## src/rtl/mem_port_arbiter_pkg.sv

```systemverilog
// Shared types for the SEQ unified-memory port arbiter: FSM state and
// transaction-owner encodings, plus the counter sizing helper.
package mem_port_arbiter_pkg;

    // FSM states of the single outstanding memory transaction.
    typedef enum logic [1:0] {
        IDLE  = 2'd0,
        ISSUE = 2'd1,
        WAIT  = 2'd2,
        RESP  = 2'd3
    } arb_state_e;

    // Which requester owns the transaction in flight.
    typedef enum logic {
        OWN_IF = 1'b0,
        OWN_D  = 1'b1
    } owner_e;

    // Latency counter width; MEM_LAT is limited to 1..15.
    localparam int LAT_W = 4;

    // Width of a saturating counter that must reach starve_max.
    function automatic int starve_w(input int starve_max);
        return (starve_max < 1) ? 1 : $clog2(starve_max + 1);
    endfunction

endpackage

```

## src/rtl/mem_port_arbiter_if.sv

```systemverilog
// Bundle of the fetch, data and memory-side signals of the port arbiter.
// slave  : the arbiter itself.
// master : the surrounding pipeline / memory model that talks to it.
interface mem_port_arbiter_if #(
    parameter int ADDR_W = 64,
    parameter int DATA_W = 64
);
    localparam int MASK_W = DATA_W / 8;

    // Instruction-fetch port
    logic              if_req_valid;
    logic              if_req_ready;
    logic [ADDR_W-1:0] if_addr;
    logic              if_flush;
    logic              if_rsp_valid;
    logic [DATA_W-1:0] if_rdata;

    // Load/store port
    logic              d_req_valid;
    logic              d_req_ready;
    logic              d_we;
    logic [ADDR_W-1:0] d_addr;
    logic [DATA_W-1:0] d_wdata;
    logic [MASK_W-1:0] d_wmask;
    logic              d_rsp_valid;
    logic [DATA_W-1:0] d_rdata;

    // Unified memory port
    logic              mem_en;
    logic              mem_we;
    logic [ADDR_W-1:0] mem_addr;
    logic [DATA_W-1:0] mem_wdata;
    logic [MASK_W-1:0] mem_wmask;
    logic [DATA_W-1:0] mem_rdata;

    logic              busy;

    modport slave (
        input  if_req_valid, if_addr, if_flush,
        input  d_req_valid, d_we, d_addr, d_wdata, d_wmask,
        input  mem_rdata,
        output if_req_ready, if_rsp_valid, if_rdata,
        output d_req_ready, d_rsp_valid, d_rdata,
        output mem_en, mem_we, mem_addr, mem_wdata, mem_wmask,
        output busy
    );

    modport master (
        output if_req_valid, if_addr, if_flush,
        output d_req_valid, d_we, d_addr, d_wdata, d_wmask,
        output mem_rdata,
        input  if_req_ready, if_rsp_valid, if_rdata,
        input  d_req_ready, d_rsp_valid, d_rdata,
        input  mem_en, mem_we, mem_addr, mem_wdata, mem_wmask,
        input  busy
    );

endinterface

```

## src/rtl/mem_arb_picker.sv

```systemverilog
// Winner selection between fetch and data requests. Data normally wins;
// after STARVE_MAX consecutive data grants with fetch waiting, fetch wins.
module mem_arb_picker
    import mem_port_arbiter_pkg::*;
#(
    parameter int STARVE_MAX = 4
) (
    input  logic   clk,
    input  logic   rst,
    input  logic   if_req_valid,
    input  logic   d_req_valid,
    input  logic   grant,
    input  owner_e grant_owner,
    input  logic   in_idle,
    output owner_e winner,
    output logic   win_valid
);

    localparam int            SW         = starve_w(STARVE_MAX);
    localparam logic [SW-1:0] STARVE_LIM = SW'(STARVE_MAX);

    logic [SW-1:0] starve_cnt;

    // Pick the requester that gets ready this cycle.
    always_comb begin
        // NOTE: every output gets a default first so no path leaves it
        // unassigned and no latch is inferred.
        winner    = OWN_IF;
        win_valid = in_idle && (if_req_valid || d_req_valid);
        if (d_req_valid && !(if_req_valid && (starve_cnt == STARVE_LIM)))
            winner = OWN_D;
    end

    // Count data grants that bypassed a waiting fetch; saturate at the limit.
    always_ff @(posedge clk or negedge rst) begin
        // NOTE: state registers use non-blocking assignments so every flop
        // samples pre-edge values regardless of block ordering.
        if (!rst) begin
            starve_cnt <= '0;
        end else if (in_idle) begin
            if (!if_req_valid || (grant && (grant_owner == OWN_IF)))
                starve_cnt <= '0;
            else if (grant && (grant_owner == OWN_D) && (starve_cnt != STARVE_LIM))
                starve_cnt <= starve_cnt + SW'(1);
        end
    end

endmodule

```

## src/rtl/mem_port_arbiter.sv

```systemverilog
// Shares the single-port unified memory between instruction fetch and
// load/store. One transaction at a time: IDLE -> ISSUE -> WAIT x MEM_LAT
// -> RESP, with registered memory control and a one-cycle response pulse.
module mem_port_arbiter
    import mem_port_arbiter_pkg::*;
#(
    parameter int ADDR_W     = 64,
    parameter int DATA_W     = 64,
    parameter int MEM_LAT    = 1,
    parameter int STARVE_MAX = 4
) (
    input  logic              clk,
    input  logic              rst,
    mem_port_arbiter_if.slave bus
);

    localparam int               MASK_W   = DATA_W / 8;
    localparam logic [LAT_W-1:0] LAT_LAST = LAT_W'(MEM_LAT - 1);

    arb_state_e        state, next_state;
    owner_e            owner_q;
    owner_e            winner;
    logic              win_valid;
    logic              in_idle;
    logic              if_ready, d_ready;
    logic              grant;
    logic [LAT_W-1:0]  lat_cnt;
    logic              wait_last;

    logic              we_q;
    logic [ADDR_W-1:0] addr_q;
    logic [DATA_W-1:0] wdata_q;
    logic [MASK_W-1:0] wmask_q;
    logic              mem_en_q, mem_we_q;
    logic [DATA_W-1:0] rdata_q;
    logic              drop_q;

    assign in_idle   = (state == IDLE);
    assign wait_last = (state == WAIT) && (lat_cnt == LAT_LAST);

    mem_arb_picker #(
        .STARVE_MAX (STARVE_MAX)
    ) u_picker (
        .clk          (clk),
        .rst          (rst),
        .if_req_valid (bus.if_req_valid),
        .d_req_valid  (bus.d_req_valid),
        .grant        (grant),
        .grant_owner  (winner),
        .in_idle      (in_idle),
        .winner       (winner),
        .win_valid    (win_valid)
    );

    // Ready only to the IDLE winner while its valid is high. Gated by rst
    // so every output reads 0 while reset is held, even with valid high.
    always_comb begin
        if_ready = 1'b0;
        d_ready  = 1'b0;
        if (rst && win_valid) begin
            if (winner == OWN_IF) if_ready = bus.if_req_valid;
            else                  d_ready  = bus.d_req_valid;
        end
    end

    assign grant = (if_ready && bus.if_req_valid) || (d_ready && bus.d_req_valid);

    // Next-state logic of the transaction FSM.
    always_comb begin
        next_state = state;
        unique case (state)
            IDLE:    if (grant) next_state = ISSUE;
            ISSUE:   next_state = WAIT;
            WAIT:    if (wait_last) next_state = RESP;
            RESP:    next_state = IDLE;
            default: next_state = IDLE;
        endcase
    end

    // FSM state register.
    always_ff @(posedge clk or negedge rst) begin
        if (!rst) state <= IDLE;
        else      state <= next_state;
    end

    // Capture the winner's payload on the grant edge; it then drives memory.
    always_ff @(posedge clk or negedge rst) begin
        // NOTE: payload flops are reset even though they are always written
        // before use, because every memory-side output must read 0 in reset.
        if (!rst) begin
            owner_q <= OWN_IF;
            we_q    <= 1'b0;
            addr_q  <= '0;
            wdata_q <= '0;
            wmask_q <= '0;
        end else if (grant) begin
            owner_q <= winner;
            if (winner == OWN_D) begin
                we_q    <= bus.d_we;
                addr_q  <= bus.d_addr;
                wdata_q <= bus.d_wdata;
                wmask_q <= bus.d_wmask;
            end else begin
                // Fetch is always a read with no byte enables.
                we_q    <= 1'b0;
                addr_q  <= bus.if_addr;
                wmask_q <= '0;
            end
        end
    end

    // Registered memory strobes: high for the single ISSUE cycle only.
    always_ff @(posedge clk or negedge rst) begin
        if (!rst) begin
            mem_en_q <= 1'b0;
            mem_we_q <= 1'b0;
        end else begin
            mem_en_q <= (next_state == ISSUE);
            mem_we_q <= (next_state == ISSUE) && (winner == OWN_D) && bus.d_we;
        end
    end

    // Latency counter: cleared in ISSUE, counts WAIT cycles up to MEM_LAT-1.
    always_ff @(posedge clk or negedge rst) begin
        if (!rst)                 lat_cnt <= '0;
        else if (state == ISSUE)  lat_cnt <= '0;
        else if (state == WAIT)   lat_cnt <= lat_cnt + LAT_W'(1);
    end

    // Response data: memory data on the last WAIT edge, 0 for stores.
    always_ff @(posedge clk or negedge rst) begin
        if (!rst)
            rdata_q <= '0;
        else if (wait_last)
            rdata_q <= ((owner_q == OWN_D) && we_q) ? '0 : bus.mem_rdata;
    end

    // Drop flag: a flush during an in-flight fetch swallows its response.
    always_ff @(posedge clk or negedge rst) begin
        if (!rst)
            drop_q <= 1'b0;
        else if (state == RESP)
            drop_q <= 1'b0;
        else if (!in_idle && (owner_q == OWN_IF) && bus.if_flush)
            drop_q <= 1'b1;
    end

    assign bus.if_req_ready = if_ready;
    assign bus.d_req_ready  = d_ready;

    // A flush in the RESP cycle itself suppresses the pulse combinationally.
    assign bus.if_rsp_valid = (state == RESP) && (owner_q == OWN_IF) && !drop_q && !bus.if_flush;
    assign bus.d_rsp_valid  = (state == RESP) && (owner_q == OWN_D);
    assign bus.if_rdata     = rdata_q;
    assign bus.d_rdata      = rdata_q;

    assign bus.mem_en    = mem_en_q;
    assign bus.mem_we    = mem_we_q;
    assign bus.mem_addr  = addr_q;
    assign bus.mem_wdata = wdata_q;
    assign bus.mem_wmask = wmask_q;

    assign bus.busy = !in_idle;

endmodule
```

## src/flat_wrapper.sv

```systemverilog
// flat-port wrapper written by rule: the top's interface ports become plain ports
module mem_port_arbiter_flat import mem_port_arbiter_pkg::*;
#(
    parameter int ADDR_W     = 64,
    parameter int DATA_W     = 64,
    parameter int MEM_LAT    = 1,
    parameter int STARVE_MAX = 4
)
  (clk, rst, bus_if_req_valid, bus_if_addr, bus_if_flush, bus_d_req_valid, bus_d_we, bus_d_addr, bus_d_wdata, bus_d_wmask, bus_mem_rdata, bus_if_req_ready, bus_if_rsp_valid, bus_if_rdata, bus_d_req_ready, bus_d_rsp_valid, bus_d_rdata, bus_mem_en, bus_mem_we, bus_mem_addr, bus_mem_wdata, bus_mem_wmask, bus_busy);
  mem_port_arbiter_if #(.ADDR_W(ADDR_W), .DATA_W(DATA_W)) bus_i ();
  input  logic clk;
  input  logic rst;
  input wire logic [$bits(bus_i.if_req_valid)-1:0] bus_if_req_valid;
  input wire logic [$bits(bus_i.if_addr)-1:0] bus_if_addr;
  input wire logic [$bits(bus_i.if_flush)-1:0] bus_if_flush;
  input wire logic [$bits(bus_i.d_req_valid)-1:0] bus_d_req_valid;
  input wire logic [$bits(bus_i.d_we)-1:0] bus_d_we;
  input wire logic [$bits(bus_i.d_addr)-1:0] bus_d_addr;
  input wire logic [$bits(bus_i.d_wdata)-1:0] bus_d_wdata;
  input wire logic [$bits(bus_i.d_wmask)-1:0] bus_d_wmask;
  input wire logic [$bits(bus_i.mem_rdata)-1:0] bus_mem_rdata;
  output wire logic [$bits(bus_i.if_req_ready)-1:0] bus_if_req_ready;
  output wire logic [$bits(bus_i.if_rsp_valid)-1:0] bus_if_rsp_valid;
  output wire logic [$bits(bus_i.if_rdata)-1:0] bus_if_rdata;
  output wire logic [$bits(bus_i.d_req_ready)-1:0] bus_d_req_ready;
  output wire logic [$bits(bus_i.d_rsp_valid)-1:0] bus_d_rsp_valid;
  output wire logic [$bits(bus_i.d_rdata)-1:0] bus_d_rdata;
  output wire logic [$bits(bus_i.mem_en)-1:0] bus_mem_en;
  output wire logic [$bits(bus_i.mem_we)-1:0] bus_mem_we;
  output wire logic [$bits(bus_i.mem_addr)-1:0] bus_mem_addr;
  output wire logic [$bits(bus_i.mem_wdata)-1:0] bus_mem_wdata;
  output wire logic [$bits(bus_i.mem_wmask)-1:0] bus_mem_wmask;
  output wire logic [$bits(bus_i.busy)-1:0] bus_busy;
  assign bus_i.if_req_valid = bus_if_req_valid;
  assign bus_i.if_addr = bus_if_addr;
  assign bus_i.if_flush = bus_if_flush;
  assign bus_i.d_req_valid = bus_d_req_valid;
  assign bus_i.d_we = bus_d_we;
  assign bus_i.d_addr = bus_d_addr;
  assign bus_i.d_wdata = bus_d_wdata;
  assign bus_i.d_wmask = bus_d_wmask;
  assign bus_i.mem_rdata = bus_mem_rdata;
  assign bus_if_req_ready = bus_i.if_req_ready;
  assign bus_if_rsp_valid = bus_i.if_rsp_valid;
  assign bus_if_rdata = bus_i.if_rdata;
  assign bus_d_req_ready = bus_i.d_req_ready;
  assign bus_d_rsp_valid = bus_i.d_rsp_valid;
  assign bus_d_rdata = bus_i.d_rdata;
  assign bus_mem_en = bus_i.mem_en;
  assign bus_mem_we = bus_i.mem_we;
  assign bus_mem_addr = bus_i.mem_addr;
  assign bus_mem_wdata = bus_i.mem_wdata;
  assign bus_mem_wmask = bus_i.mem_wmask;
  assign bus_busy = bus_i.busy;
  mem_port_arbiter #(.ADDR_W(ADDR_W), .DATA_W(DATA_W), .MEM_LAT(MEM_LAT), .STARVE_MAX(STARVE_MAX)) u_core (.clk(clk), .rst(rst), .bus(bus_i));
endmodule
```

## config.mk

```make
export PLATFORM = sky130hd
export DESIGN_NAME = mem_port_arbiter_flat
export DESIGN_NICKNAME = d
export VERILOG_FILES = /design/src/rtl/mem_port_arbiter_pkg.sv /design/src/rtl/mem_port_arbiter_if.sv /design/src/rtl/mem_arb_picker.sv /design/src/rtl/mem_port_arbiter.sv /design/src/flat_wrapper.sv
export SDC_FILE = /design/constraint.sdc
export NUM_CORES = 1
export LEC_CHECK = 0
export CAP_MARGIN = 30
export CORE_AREA = 2 2 209 211
export CTS_CLUSTER_DIAMETER = 120
export DETAILED_ROUTE_END_ITERATION = 8
export DIE_AREA = 0 0 211 213
export SYNTH_ARGS = -nofsm -noshare
export SYNTH_HDL_FRONTEND = slang
export SYNTH_HIERARCHICAL = 1
export SYNTH_SLANG_ARGS = --single-unit
```

## constraint.sdc

```tcl
create_clock -name clk -period 4.7 [get_ports clk]
set_input_delay 0.94 -clock clk [delete_from_list [all_inputs] [get_ports clk]]
set_output_delay 0.94 -clock clk [all_outputs]
set_load 0.01 [all_outputs]
```

Word level (Yosys, flattened, before mapping)
Index checks and enable logic that the tools add are counted.
- bits in registers: 214
- input port bits: 270
- output and inout bits: 271
- word-level logic and storage cells: 74
- $add $sub $neg: 2
- equality and inequality tests: 6
- muxes and demuxes: 18
- bitwise operators: 2
- reductions and logical operators: 34
- operator list (operator ; count):
    $mux 64 ; 2
    $logic_and 1x1->1 ; 19
    $mux 1 ; 8
    $mux 4 ; 2
    $mux 8 ; 1
    $pmux 2 s4 ; 1
    $mux 3 ; 2
    $reduce_bool 2->1 ; 3
    $logic_not 1->1 ; 5
    $add 4x1->4 const B ; 1
    $eq 2x1->1 const B ; 2
    $eq 2x2->1 const B ; 2
    $logic_not 4->1 ; 1
    $mux 2 ; 2
    $reduce_and 2->1 ; 2
    $add 3x1->3 const B ; 1
    $eq 3x3->1 const B ; 1
    $logic_or 1x1->1 ; 3
    $ne 3x3->1 const B ; 1
    $logic_not 2->1 ; 1
    $not 1->1 ; 2

Logic depth before layout (Yosys ltp)
Gate-level depths: netlist of the first run.
- word-level depth: 14
- mapped depth: 12
- depth with buffers taken out: 9

By module
Netlist of the first run, hierarchy kept.
- modules (own cells, without submodules) (module ; instances ; cells an instance ; area an instance (µm²) ; sequential area each (µm²)):
    mem_port_arbiter ; 1 ; 891 ; 9554.2 ; 5280.1
    mem_arb_picker ; 1 ; 23 ; 219.0 ; 75.1

Worst setup path before layout of the first run
OpenSTA, ideal clock, no wires.
- kind: input to output
- start: in bus_d_req_valid
- end: out bus_d_req_ready
- arrival: 2106 ps
- data required time: 3760 ps
- path slack: 1654 ps
- stages on the path: 7
- cell sequence: inv_1 a31oi_1 buf_6 nand4_1 inv_1 clkbuf_1 buf_2
- word-level cells in the longest chain between the ends: 4
- elaborated cells between the ends (all ways): 7
- those cells by class: 3 x mux; 4 x reduce/logical
- ends and longest elaborated chain (item ; line ; source):
    start, declared ; flat_wrapper.sv:16 ; input wire logic [$bits(bus_i.d_req_valid)-1:0] bus_d_req_valid;
    $logic_and 1x1->1 ; mem_arb_picker.sv:30 ; if (d_req_valid && !(if_req_valid && (starve_cnt == STARVE_LIM)))
    $mux 1 ; mem_arb_picker.sv:30 ;
    net u_core.winner ; mem_port_arbiter.sv:22 ; owner_e winner;
    $mux 1 ; mem_port_arbiter.sv:61 ; if (winner == OWN_IF) if_ready = bus.if_req_valid;
    $mux 1 ; mem_port_arbiter.sv:60 ; if (rst && win_valid) begin
    end, declared ; flat_wrapper.sv:25 ; output wire logic [$bits(bus_i.d_req_ready)-1:0] bus_d_req_ready;
The timed path passes the listed nets, and every way through them passes these cells.

Worst setup path in the final report of the first run
- start: in bus_if_req_valid
- end: out bus_d_req_ready
- elaborated cells between the ends (all ways): 9
- those cells by class: 3 x mux; 6 x reduce/logical
- RTL lines (item ; line ; source):
    start, declared ; flat_wrapper.sv:13 ; input wire logic [$bits(bus_i.if_req_valid)-1:0] bus_if_req_valid;
    $logic_or 1x1->1 ; mem_arb_picker.sv:29 ; win_valid = in_idle && (if_req_valid || d_req_valid);
    $logic_and 1x1->1 ; mem_arb_picker.sv:29 ;
    net u_core.win_valid ; mem_port_arbiter.sv:23 ; logic win_valid;
    $logic_and 1x1->1 ; mem_port_arbiter.sv:60 ;
    $mux 1 ; mem_port_arbiter.sv:60 ;
The timed path passes the listed nets, and every way through them passes these cells.

==> flow_summary.json, run 1 <==
{
  "start_kind": "input port",
  "grt_max_degree": 95,
  "first_pass_iters": 4,
  "p_clk_share_pct": 19.4,
  "crit_start": "bus_if_req_valid",
  "finalSetupViolations": 0,
  "cts_sinks": 214,
  "h-tree-depth": 1,
  "worstHoldPathType": "in2async",
  "postCtsSetupRepairBufs": 0,
  "synthArstFlopShare_pct": 100,
  "die_area_um2": 44900,
  "rsz0062_at_grt": "false",
  "grt_pass1_vias": 8195,
  "insertion_delay_ps": 550,
  "avgSynthCellArea_um2": 10.7,
  "peakVddDrop_v": 0.000244,
  "ys.warnings.count": 6,
  "power_frac_seq_pct": 33.2,
  "area_delta_synth_final_pct": 64.9,
  "remaining_drc_errors": 0,
  "leakage_nw": 7.14,
  "p_int_mw": 6.74,
  "ys.flop_type": "dfrtp_1",
  "slew_violations": 0,
  "port_buffers": 540,
  "final_nets": 1658,
  "switching_power_mw": 3.33,
  "drive_gt1_share_pct": 13.5,
  "p_per_area_nw_per_um2": 625,
  "viasPerCell": 4.13,
  "hold_slack_ps": 268,
  "postRouteAntennaNets": 0,
  "skew_ps": 19.9,
  "postSynthCellCount": 914,
  "grt_first_pass_wirelength_mm": 48.1,
  "synth_edf_count": 0,
  "detailed_place_hpwl_mm": 24.3,
  "tns_ps": 0,
  "synth_cell_types": 36,
  "wl_per_cell_um": 16.7,
  "clk_root_buffer_cell": "clkbuf_16",
  "ctsResizeCount": 0,
  "ys_seq_area_share_pct": 54.8,
  "fp.coreArea_um2": 42700,
  "antennaDiodeCount": 0,
  "final_util_pct": 37.7,
  "placed_cells": 1898,
  "crit_fanout": 9,
  "antenna_found_initial": 0,
  "end_kind": "output port",
  "cp_data_required_time_ps": 3760,
  "p_comb_share_pct": 47.4,
  "instances_no_fill": 1942,
  "gp_congestion": 0.823,
  "hold_viol": 0,
  "fin_crit_ps": 3770,
  "synth_area_um2": 9770,
  "drtIter0Drc": 271,
  "finalCritPeriodShare_pct": 80.2,
  "arrival_ps": 2830,
  "cts_tree": "done",
  "vias": 8025,
  "layout_setup_ws_ps": 930,
  "synthesis.nets": 1192,
  "crit_type": "in2out",
  "outcome": "completed",
  "switching_share_pct": 33.1,
  "timing.rr.start": "u_core/u_picker/starve_cnt[0]",
  "synth-seq-cells": 214,
  "die_y_um": 213,
  "start_util_pct": 22.9,
  "slew_headroom_pct": 36.9,
  "timing.fmax_ghz": 0.265,
  "rows": 76,
  "max_slew.worst_pin.slew_ps": 946,
  "die_w_um": 211,
  "gr-total-overflow": 0,
  "holdBufCountCts": 0,
  "cts_buffers": 26,
  "wl_mm": 32.4,
  "io_pins": 541,
  "drv_cap": 0,
  "dp_slack_ps": 864,
  "grt.total_usage_pct": 13.7,
  "reg2reg_slack_ps": 1760,
  "cts_max_path_buffers": 3,
  "clkTransAtPathRegs_ps": 50
}
## synth_stat cells, types with 2 or more instances
cell type | number | area, um2
inv_1 | 10 | 37.5
nor2_1 | 4 | 15.0
buf_2 | 9 | 45.0
nand3_1 | 2 | 10.0
nand2_1 | 324 | 1220
nor4b_1 | 2 | 17.5
a31oi_1 | 2 | 12.5
nand4_1 | 3 | 18.8
nand3b_1 | 2 | 15.0
and3_1 | 2 | 12.5
mux2_2 | 80 | 901
buf_4 | 64 | 480
buf_1 | 6 | 22.5
clkbuf_1 | 28 | 105
a22o_1 | 10 | 87.6
ha_1 | 8 | 100
o21ai_0 | 69 | 345
mux2_4 | 50 | 751
nand2b_1 | 3 | 18.8
buf_6 | 7 | 78.8
dfrtp_1 | 214 | 5360
## worst paths after layout
kind | end | depth (start not counted)
worst max-delay path | bus_d_req_ready | 5
worst min-delay path | u_core/bus.d_rdata[7] | 1
worst max register to register | u_core/bus.mem_addr[60] | 8
worst min register to register | u_core/bus.mem_wdata[30] | 2
max in group asynchronous | u_core/bus.d_rdata[3] | 2
min in group clk | u_core/bus.mem_wdata[30] | 2
## cell usage in the layout (no fill, tap or decap), types with 2 or more instances in the layout
cell             netlist  final
clkdlybuf4s50_1        0    539
nand2b_1               3      3
mux2_2                80     80
o21ai_0               69     69
clkinv_2               0      6
clkbuf_16              0     26
clkbuf_1              28      7
buf_4                 64     10
nand2_1              324    323
inv_1                 10      9
ha_1                   8      8
and3_1                 2      2
bufinv_16              0      2
nor2_1                 4      4
nand3_1                2      2
a22o_1                10     10
dfrtp_1              214    214
nand3b_1               2      2
mux2_4                50     50
nor4b_1                2      2
nand4_1                3      3
clkbuf_8               0      3
## layer usage
layer  global-route usage (%)  up-vias  part of all wire [%]
met5                        0        -                     0
met4                     4.69        0                   2.6
met2                     23.6      311                    48
li1                         -     3862                     -
met1                     16.7     3805                    42
met3                     3.53       47                   7.3
## worst max-delay path, cell delays in order
cell,delay [ps]
clkdlybuf4s50_1,680
o21a_1,290
nand4_1,170
inv_2,140
clkdlybuf4s50_1,610
## sequential cells by signal, indices dropped and copies added (netlist names)
name,cells
u_core/bus.d_rdata,64
u_core/u_picker/starve_cnt,3
u_core/bus.mem_en,1
u_core/owner_q,1
u_core/bus.mem_wdata,64
u_core/bus.mem_we,1
u_core/bus.mem_wmask,8
u_core/we_q,1
u_core/bus.mem_addr,64
u_core/lat_cnt,4
u_core/drop_q,1
u_core/state,2
## cell type report
cell class / instances / area [um2]
fillers: 4256 / 26600
repair buffers: 552 / 5530
clock inverters: 8 / 101
flip-flops and latches: 214 / 5360
clock buffers: 36 / 718
well taps: 546 / 683
inverters: 11 / 42.5
multi-input cells: 575 / 3680
## power groups by stage
stage               clock, mW  combinational [mW]  sequential, mW
finish                   1.95                4.77            3.34
global placement            0                4.76            3.35
detailed placement          0                4.84            3.37
floorplan                   0                1.86            3.65
CTS                      2.03                4.85            3.36
global route             2.10                5.15            3.47
## cells by family after synthesis
group           count (synthesis)  synth area share, %
compound gates                 87                 5.08
buf+inv                       125                 7.91
mux                           131                 17.0
fa+ha+maj                       8                 1.02
flops                         214                 54.8
simple gates                  349                 14.2
## metrics by stage
stage,total power [mW],instance area [um2]
2_1_floorplan,5.52,9770
3_3_place_gp,8.11,15300
3_5_place_dp,8.21,15300
4_1_cts,10.2,16100
5_1_grt,10.7,16100
6_report,10.1,16100
Power figures use the tool's default switching activity.
==> run 2, diff against run 1 <==
clock period = 3.1 ns   (was 4.7 ns; I/O delays follow)
==> run 2 against run 1 <==
Against the previous run: clock-buffer cell count up 2; largest cell class unchanged; largest power group unchanged; first-iteration DRC count up 33%; global-route usage up 0.27 points; critical path depth up 2; highest routed layer is now met5; total power up 55%.
==> flow_summary.json, run 2 (synthesized netlist as in run 1, its figures left out) <==
{
  "slew_headroom_pct": 35.4,
  "critPathMaxStageDelay_ps": 370,
  "drtIter0Drc": 361,
  "io_pins": 541,
  "timing.rr.start": "u_core/u_picker/starve_cnt[1]",
  "insertion_delay_ps": 540,
  "instances_no_fill": 1960,
  "cts_buffers": 27,
  "leakage_nw": 7.28,
  "remaining_drc_errors": 0,
  "die_area_um2": 44900,
  "outcome": "completed",
  "cts_sinks": 214,
  "grt_pass1_vias": 8404,
  "crit_type": "reg2out",
  "drive_gt1_share_pct": 14.9,
  "arrival_ps": 2180,
  "port_buffers": 540,
  "detailed_place_hpwl_mm": 24.2,
  "hold_slack_ps": 230,
  "crit_fanout": 4,
  "fp.coreArea_um2": 42700,
  "peakVddDrop_v": 0.000383,
  "max_slew.worst_pin.slew_ps": 969,
  "finalSetupViolations": 0,
  "crit_buf_inv": 4,
  "layout_common_cells": "clkdlybuf4s50_1, nand2_1, dfrtp_1",
  "final_common_cell": "clkdlybuf4s50_1",
  "wl_mm": 33.0,
  "drv_cap": 0,
  "vias": 8150,
  "rsz0062_at_grt": "false",
  "rows": 76,
  "cts_tree": "done",
  "finalCritPeriodShare_pct": 90.3,
  "placed_cells": 1910,
  "clk_root_buffer_cell": "clkbuf_16",
  "viasPerCell": 4.16,
  "crit_slowest_cell": "dfrtp_1",
  "dpl-instance-area_um2": 15400,
  "die_y_um": 213,
  "grt.total_usage_pct": 14.0,
  "p_per_area_nw_per_um2": 955,
  "start_util_pct": 22.9,
  "clkTransAtPathRegs_ps": 60,
  "antennaDiodeCount": 0,
  "layout_setup_ws_ps": 300,
  "start_kind": "flip-flop",
  "timing.fmax_ghz": 0.357,
  "worstHoldPathType": "in2async",
  "end_kind": "output port",
  "final_nets": 1672,
  "first_pass_iters": 4,
  "cp_data_required_time_ps": 2480,
  "gp_congestion": 0.807,
  "gr-total-overflow": 0,
  "cp_cell_sequence": "inv_1 -> ha_1 -> a31oi_4 -> nand4_1 -> buf_12 -> inv_2 -> clkbuf_2",
  "holdBufCountCts": 0,
  "cp_top_family": "buffers and inverters",
  "skew_ps": 12.8,
  "slew_violations": 0,
  "fin_crit_ps": 2800,
  "total_power_mw": 15.6,
  "grt_first_pass_wirelength_mm": 49.0,
  "crit_start": "u_core/u_picker/starve_cnt[1]",
  "die_w_um": 211,
  "dp_slack_ps": -78.4,
  "hold_viol": 0,
  "fillCellCount": 4235,
  "postRouteAntennaNets": 0,
  "cts_max_path_buffers": 3,
  "grt_max_degree": 147,
  "h-tree-depth": 1,
  "postCtsSetupRepairBufs": 0,
  "stdcell_area_um2": 16400,
  "antenna_found_initial": 1,
  "area_delta_synth_final_pct": 67.5,
  "wl_per_cell_um": 16.8
}
==> run 2: timing repair <==
item                       CTS  global route
gates resized for setup      1             3
pin swaps                    1             1
setup endpoints to repair    1             2
hold endpoints to repair     0             0
==> run 2: power breakdown <==
| part | switching, mW | total [mW] | internal [mW] | leakage, nW |
|---|---|---|---|---|
| clock | 1.27 | 3.27 | 2.00 | 0.449 |
| combinational | 2.94 | 7.28 | 4.34 | 4.18 |
| sequential | 0.939 | 5.09 | 4.15 | 2.65 |
==> run 2: layer usage <==
metal | routed length [um] | global-route usage, % | vias up
met5 | 11 | 0 | -
li1 | - | - | 3891
met4 | 739 | 4.08 | 2
met1 | 13600 | 17.1 | 3886
met3 | 2360 | 3.50 | 45
met2 | 16300 | 24.4 | 326
==> run 2: layout make-up <==
cell class | instances | area [um2] | share of cell area [%]
Clock buffer | 38 | 777 | 4.75
Timing Repair Buffer | 565 | 5690 | 34.8
Clock inverter | 11 | 146 | 0.894
Inverter | 11 | 42.5 | 0.260
Tap cell | 546 | 683 | 4.17
Multi-Input combinational cell | 575 | 3680 | 22.5
Sequential cell | 214 | 5360 | 32.7
==> run 2: final timing paths <==
path | endpoint | slack [ps] | cells after the start
max reg2reg | u_core/bus.mem_addr[58] | 530 | 6
min | u_core/owner_q | 230 | 2
min reg2reg | u_core/bus.mem_wdata[61] | 470 | 2
max in group asynchronous | u_core/bus.d_rdata[63] | 1700 | 4
min in group clk | u_core/bus.mem_wdata[61] | 470 | 2
max | bus_d_req_ready | 300 | 7
==> run 2: per-stage QoR <==
step	setup TNS [ps]	util, %
2_1_floorplan	0	-
3_3_place_gp	-85.2	36.1
3_5_place_dp	-78.4	36.1
4_1_cts	0	38.3
5_1_grt	0	38.3
6_report	0	38.3
==> run 2: worst reg2reg max path, delay by kind of cell, from the launching register on <==
| family | cells | cell delay [ps] |
|---|---|---|
| buf+inv | 2 | 800 |
| mux | 2 | 780 |
| flops | 1 | 370 |
| fa+ha+maj | 1 | 260 |
| compound gates | 1 | 250 |
==> run 3, diff against run 2 <==
ABC_AREA = 0   (was unset)
==> results of run 3 <==
Final layout, timing and power as in run 2 (identical DEF).
